**src/rtl/cpu_presser.sv**
```systemverilog
// cpu_presser: synthetic button-press generator for the automated opponent
// in the tug-of-war game. A 10-bit XNOR LFSR supplies a pseudo-random nibble
// that is compared against the difficulty level. A hit produces a one-cycle
// press pulse, and a holdoff window then blocks further presses for HOLDOFF
// cycles. The pulses come from inside the clock domain, so the downstream
// press logic needs no synchronizer for this source.
//
// Parameters:
//   LFSR_W  - LFSR width; the feedback taps are fixed for 10 bits.
//   HOLDOFF - idle cycles forced after each press (1..15).
// Ports:
//   clk     in   system clock
//   reset   in   synchronous active-high reset
//   enable  in   run control; low freezes all state and suppresses presses
//   level   in   4-bit difficulty; 0 never presses, 15 is most aggressive
//   press   out  registered single-cycle press pulse
//   lfsr_q  out  current LFSR state (debug/verification)

module cpu_presser #(
  parameter int LFSR_W  = 10,
  parameter int HOLDOFF = 4
) (
  input  logic              clk,
  input  logic              reset,
  input  logic              enable,
  input  logic [3:0]        level,
  output logic              press,
  output logic [LFSR_W-1:0] lfsr_q
);

  localparam logic [3:0] HOLDOFF_V = 4'(HOLDOFF);

  // XNOR feedback for x^10 + x^7 + 1. The all-zero state is legal, so the
  // reset value of zero is safe. 0x3FF is the lock-up state and cannot be
  // reached from zero.
  function automatic logic [LFSR_W-1:0] lfsr_advance(input logic [LFSR_W-1:0] cur);
    logic fb;
    fb = ~(cur[9] ^ cur[6]);
    return {cur[LFSR_W-2:0], fb};
  endfunction

  logic [3:0]        holdoff_r;
  logic [3:0]        holdoff_next_s;
  logic [LFSR_W-1:0] lfsr_next_s;
  logic              press_next_s;
  logic              hit_s;

  // Compare the low nibble of the current LFSR state against the level.
  always_comb begin
    hit_s = (lfsr_q[3:0] < level);
  end

  // Next-state logic for the LFSR, the holdoff window and the press pulse.
  always_comb begin
    press_next_s   = 1'b0;
    holdoff_next_s = holdoff_r;
    lfsr_next_s    = lfsr_q;
    if (!enable) begin
      // Frozen: hold all state so that resuming continues the same sequence.
      press_next_s   = 1'b0;
      holdoff_next_s = holdoff_r;
      lfsr_next_s    = lfsr_q;
    end else if (holdoff_r != 4'd0) begin
      // Inside the holdoff window: count down, keep the LFSR moving.
      press_next_s   = 1'b0;
      holdoff_next_s = holdoff_r - 4'd1;
      lfsr_next_s    = lfsr_advance(lfsr_q);
    end else begin
      press_next_s = hit_s;
      if (hit_s) begin
        holdoff_next_s = HOLDOFF_V;
      end else begin
        holdoff_next_s = 4'd0;
      end
      lfsr_next_s = lfsr_advance(lfsr_q);
    end
  end

  // State and output registers with synchronous reset.
  always_ff @(posedge clk) begin
    if (reset) begin
      lfsr_q    <= '0;
      holdoff_r <= 4'd0;
      press     <= 1'b0;
    end else begin
      lfsr_q    <= lfsr_next_s;
      holdoff_r <= holdoff_next_s;
      press     <= press_next_s;
    end
  end

endmodule

```
**config.mk**
```make
export PLATFORM = sky130hd
export DESIGN_NAME = cpu_presser
export DESIGN_NICKNAME = d
export VERILOG_FILES = /design/src/rtl/cpu_presser.sv
export SDC_FILE = /design/constraint.sdc
export NUM_CORES = 1
export LEC_CHECK = 0
export CAP_MARGIN = 40
export CORE_MARGIN = 1
export CORE_UTILIZATION = 40
export DETAILED_ROUTE_END_ITERATION = 12
export GPL_ROUTABILITY_DRIVEN = 0
export PLACE_DENSITY = 0.79
export SLEW_MARGIN = 20
export SYNTH_ARGS = -nofsm -noshare
export SYNTH_HDL_FRONTEND = slang
export SYNTH_SLANG_ARGS = --single-unit
```
**constraint.sdc**
```tcl
create_clock -name clk -period 1.5 [get_ports clk]
set_input_delay 0.3 -clock clk [delete_from_list [all_inputs] [get_ports clk]]
set_output_delay 0.3 -clock clk [all_outputs]
set_load 0.005 [all_outputs]
```
==> out/metrics.yaml, run 1 <==
drt-wirelength-per-cell_um: 12.0
total_leakage_power_nw: 0.381
slew_headroom_pct: 87.5
tightest_slew_ns: 0.187
post_cts_buffers: 0
critPathCaptureType: "flip-flop"
clock_latency_ns: 0.28
clock_path_buffers: 2
drt_iter0_drc: 5
fill_cells: 135
arrival_ns: 1.65
ant_nets: 0
post_cts_resized: 5
finalClockSkew_ns: 0.00187
clock.fmax_mhz: 689
path_depth: 5
core_area_mm2: 0.00152
post-place-ws_ns: -0.250
vdd_drop_max_mv: 0.555
synth_top_cell_by_area: "dfxtp_1"
start_util_pct: 43.0
ys_ff_latch: 15
synth_top_area_share_pct: 45.8
min_period_over_period_pct: 96.8
setup_viol: 0
die_w_um: 42.5
yosysSeqAreaShare_pct: 45.8
cts_tree: "yes"
yosysUniqueCellTypes: 22
core.rowCount: 14
diodes: 0
fin_ws_ns: 0.0478
synth_area_um2: 656
finalHoldWorstSlack_ns: 0.494
synth_ff_type: "dfxtp_1"
dp.cells: 98
drv_cap: 0
clk_pin_slew_ns: 0.08
root_buffer: "clkbuf_4"
crit_family: "compound AO/OA/AOI/OAI gates"
drive_gt1_share_pct: 18.6
hold_class: "flip-flop to flip-flop"
grt_pass1_wl_mm: 2.13
ys_async_sr_fraction_pct: 0
route.vias.total: 505
max_stage_delay_ns: 0.45
p_total_w: 0.000777
grt_max_degree: 14
ys_top_cells_by_count: "dfxtp_1, nor2_1, mux2i_1"
syn_to_final_growth_pct: 35.5
place_area_um2: 852
criticalPathCategory: "input pin to flip-flop"
vias_per_cell: 4.95
status: "finished, final reports clean"
cts_buffers: 3
slowest_stage: "clkdlybuf4s50_1"
drt_pre_antenna_iters: 4
grtUsageTotal_pct: 15.9
syn_nets: 75
final_nets: 97
slew_viol_final: 0
worstPathRequired_ns: 1.70
synth_warnings: 0
r2r_cells: 3
holdBufCountCts: 0
antenna_found_initial: 0
overflow: 0
die_y_um: 42.5
fin_cells: 102
finalInstanceArea_um2: 888
netlist_instances: 65
grt_pass1_vias: 485
cp_max_fo: 2
die-area_mm2: 0.00180
synthTopCellsByArea: "dfxtp_1, mux2i_1, nor2_1"
synth.most_common_cell: "dfxtp_1"
wl_mm: 1.22
hold_viol_final: 0
syn_area_per_cell_um2: 10.1
cp_cell_sequence: "clkdlybuf4s50_1 > inv_1 > ha_1 > a2111o_1 > a311oi_2"
numClockSinks: 15
synth_edf_count: 0
numPortBuffers: 17
num_io_pins: 18
crit_buf_inv: 2
place_hpwl_um: 861
cp-start-kind: "input pin"
holdPathStages: 1
power_density_mw_per_mm2: 875
min_period_ns: 1.45
cts_max_level: 1
drc_errors: 0
==> layout by cell type (no fill, tap or decap) <==
| cell | count |
|---|---|
| a2111o_1 | 1 |
| a21oi_1 | 2 |
| a311oi_2 | 1 |
| and2_1 | 1 |
| buf_4 | 2 |
| clkbuf_1 | 1 |
| clkbuf_4 | 3 |
| clkdlybuf4s50_1 | 17 |
| dfxtp_1 | 7 |
| dfxtp_2 | 8 |
| ha_1 | 3 |
| inv_1 | 3 |
| mux2i_1 | 10 |
| nand2_1 | 1 |
| nand2b_1 | 3 |
| nand2b_4 | 1 |
| nand3b_1 | 1 |
| nor2_1 | 11 |
| nor2b_1 | 1 |
| nor3_1 | 2 |
| nor3b_1 | 1 |
| nor3b_2 | 1 |
| o21ai_0 | 2 |
| or3_1 | 1 |
| xnor2_1 | 2 |
==> final timing paths <==
check / startpoint / endpoint / slack (ns)
setup / recovery: level[1] / holdoff_r[2] / 0.05
hold / removal: holdoff_r[3] / holdoff_r[3] / 0.49
setup reg to reg: lfsr_q[1] / holdoff_r[2] / 0.23
hold reg to reg: holdoff_r[3] / holdoff_r[3] / 0.49
==> cell type report <==
cell class	instances	area, um2	area share (%)
Inverter	3	11.3	1.27
Multi-Input combinational cell	45	335	37.7
Clock buffer	4	26.3	2.96
Sequential cell	15	310	34.9
Timing Repair Buffer	19	185	20.8
Tap cell	16	20.0	2.25
==> power by group <==
group          leakage [nW]  switching [W]  internal, W
clock                0.0150       0.000122     0.000103
combinational         0.240      0.0000505    0.0000704
sequential            0.126      0.0000158     0.000416
==> sequential cells by signal (all words and copies together) (netlist names) <==
signal / flops
holdoff_r: 4
lfsr_q: 10
press: 1
==> routing by layer <==
metal | GRT usage, % | up-vias | wire, um
li1 | - | 264 | -
met1 | 21.1 | 223 | 625
met2 | 23.1 | 16 | 520
met3 | 2.59 | 2 | 63
met4 | 11.3 | 0 | 11
met5 | 0 | - | 0
==> through the flow <==
stage	TNS, ns	util (%)
after floorplan	0	-
final	0	58.3
after CTS	0	58.0
after detailed placement	-0.420	55.9
after global routing	-0.00127	58.3
after global placement	-0.376	55.9
==> logic make-up (layout without fill, tap and decap cells) <==
| logic type | count (synthesis) | after routing | share of synthesized area (%) |
|---|---|---|---|
| compound gates | 6 | 6 | 7.06 |
| xor+xnor | 2 | 2 | 2.67 |
| fa+ha+maj | 3 | 3 | 5.73 |
| buf+inv | 5 | 26 | 3.05 |
| flops | 15 | 15 | 45.8 |
| mux | 10 | 10 | 15.3 |
| simple gates | 24 | 24 | 20.4 |
==> worst reg2reg max path: cells and delay by family (launching register included) <==
family                     cells  cell delay, ns
AOI/OAI and AO/OA              2            0.58
DFF                            1            0.35
adders and majority gates      1            0.26
(Power assumes the default switching activity.)
==> run 2: changes to the inputs <==
- CTS_CLUSTER_SIZE: unset -> 25
==> results of run 2 <==
No change in the layout: final DEF, timing and power equal those of run 1.
==> run 3: changes to the inputs <==
- HOLD_SLACK_MARGIN: unset -> 0.15
- clock period: 1.5 -> 1.6 ns (I/O delays scaled with it)
==> out/metrics.yaml, run 3 (synthesis gave the netlist of run 1 again) <==
status: "finished, final reports clean"
die-area_mm2: 0.00180  # unchanged
cts_tree: "yes"
reg_top3: "lfsr_q: 10 flops, holdoff_r: 4 flops, press: 1 flops"
slew_headroom_pct: 86.3  # -1.2 points
clock_latency_ns: 0.27  # about the same
antenna_found_initial: 0  # unchanged
num_io_pins: 18  # unchanged
holdBufCountCts: 0  # unchanged
cp_max_fo: 4  # +2
syn_to_final_growth_pct: 34.2
grt_pass1_vias: 493  # +1.6%
cp-start-kind: "flip-flop"
slew_viol_final: 0  # unchanged
numPortBuffers: 17  # unchanged
core.rowCount: 14  # unchanged
ant_nets: 0  # unchanged
arrival_ns: 1.19  # -0.46 ns
hold_viol_final: 0  # unchanged
vias_per_cell: 5.13  # +3.6%
layout_commonest_cell: "clkdlybuf4s50_1"
core_area_mm2: 0.00152  # unchanged
final_nets: 97  # unchanged
grt_pass1_wl_mm: 2.10  # -1.3%
die_y_um: 42.5  # unchanged
rsz0062_at_grt: "false"
root_buffer: "clkbuf_4"
vdd_drop_max_mv: 0.508  # -8.5%
fin_setup_tns_ns: 0  # unchanged
critPathCaptureType: "primary output"
cts_buffers: 3  # unchanged
top_register: "lfsr_q"
total_leakage_power_nw: 0.378  # -0.82%
power_density_mw_per_mm2: 827  # -5.4%
post-place-ws_ns: -0.159  # +0.0910 ns
fill_cells: 130  # -3.7%
criticalPathCategory: "flip-flop to primary output"
drt_pre_antenna_iters: 4  # unchanged
largest_register_ffs: 10  # unchanged
start_util_pct: 43.0  # unchanged
overflow: 0  # unchanged
clk_pin_slew_ns: 0.09  # about the same
place_hpwl_um: 901  # +4.7%
route.vias.total: 523  # +3.6%
die_w_um: 42.5  # unchanged
grtUsageTotal_pct: 15.3  # -0.53 points
min_period_ns: 1.51
drive_gt1_share_pct: 10.5  # -8.1 points
cp_cell_sequence: "clkdlybuf4s50_1"
diodes: 0  # unchanged
clock.fmax_mhz: 663
post_cts_buffers: 0  # unchanged
setup_viol: 0  # unchanged
grt_max_degree: 14  # unchanged
numClockSinks: 15  # unchanged
wl_mm: 1.21  # -0.74%
max_stage_delay_ns: 0.53  # +0.08 ns
min_period_over_period_pct: 94.3
cts_max_level: 1  # unchanged
slowest_stage: "clkdlybuf4s50_1"
drc_errors: 0  # unchanged
hold_class: "flip-flop to flip-flop"
fin_ws_ns: 0.0911  # +0.0433 ns
post_cts_resized: 0  # -5
crit_buf_inv: 1  # -1
clock_path_buffers: 2  # unchanged
layout_common_cells: "clkdlybuf4s50_1, dfxtp_1, nor2_1"
drt_iter0_drc: 7  # +2
drt-wirelength-per-cell_um: 11.9  # -0.74%
drv_cap: 0  # unchanged
finalClockSkew_ns: 0.00314  # +0.00128 ns
tightest_slew_ns: 0.204  # +0.0169 ns
worstPathRequired_ns: 1.28  # -0.42 ns
crit_family: "buffers and inverters"
-- run 3: power breakdown --
part	switching, W	total (W)	internal (W)
registers	0.0000153	0.000404	0.000389
logic	0.0000483	0.000114	0.0000659
clock network	0.000113	0.000209	0.0000965
-- run 3: layout make-up --
| class | count | area (um2) | area share, % |
|---|---|---|---|
| sequential | 15 | 302 | 34.3 |
| multi-input combinational | 45 | 335 | 38.1 |
| tap | 16 | 20.0 | 2.28 |
| inverter | 3 | 11.3 | 1.28 |
| clock buffer | 4 | 26.3 | 2.99 |
| timing repair buffer | 19 | 185 | 21.1 |
-- run 3: path summary, 6_finish.rpt --
kind / from / to / slack [ns] / depth (start not counted)
setup / recovery: lfsr_q[2] / lfsr_q[2] / 0.09 / 1
setup reg to reg: lfsr_q[1] / holdoff_r[2] / 0.31 / 3
hold / removal: holdoff_r[3] / holdoff_r[3] / 0.51 / 1
hold reg to reg: holdoff_r[3] / holdoff_r[3] / 0.51 / 1
-- run 3: per-layer routing --
metal | share of wire, % | global-route usage (%) | wire length (um)
met1 | 48 | 20.5 | 578
met2 | 43 | 23.1 | 527
met3 | 8.7 | 6.03 | 106
met4 | 0 | 3.75 | 0
met5 | 0 | 0 | 0
-- run 3: metrics by stage --
step	power, W	instance area (um2)	hold WS, ns	util [%]	cells
after CTS	0.000738	878	0.506	57.6	102
after global routing	0.000768	880	0.511	57.7	102
final	0.000727	880	0.505	57.7	102
after floorplan	0.000479	656	0.388	-	65
after detailed placement	0.000528	852	0.494	55.9	98
after global placement	0.000523	852	0.481	55.9	98
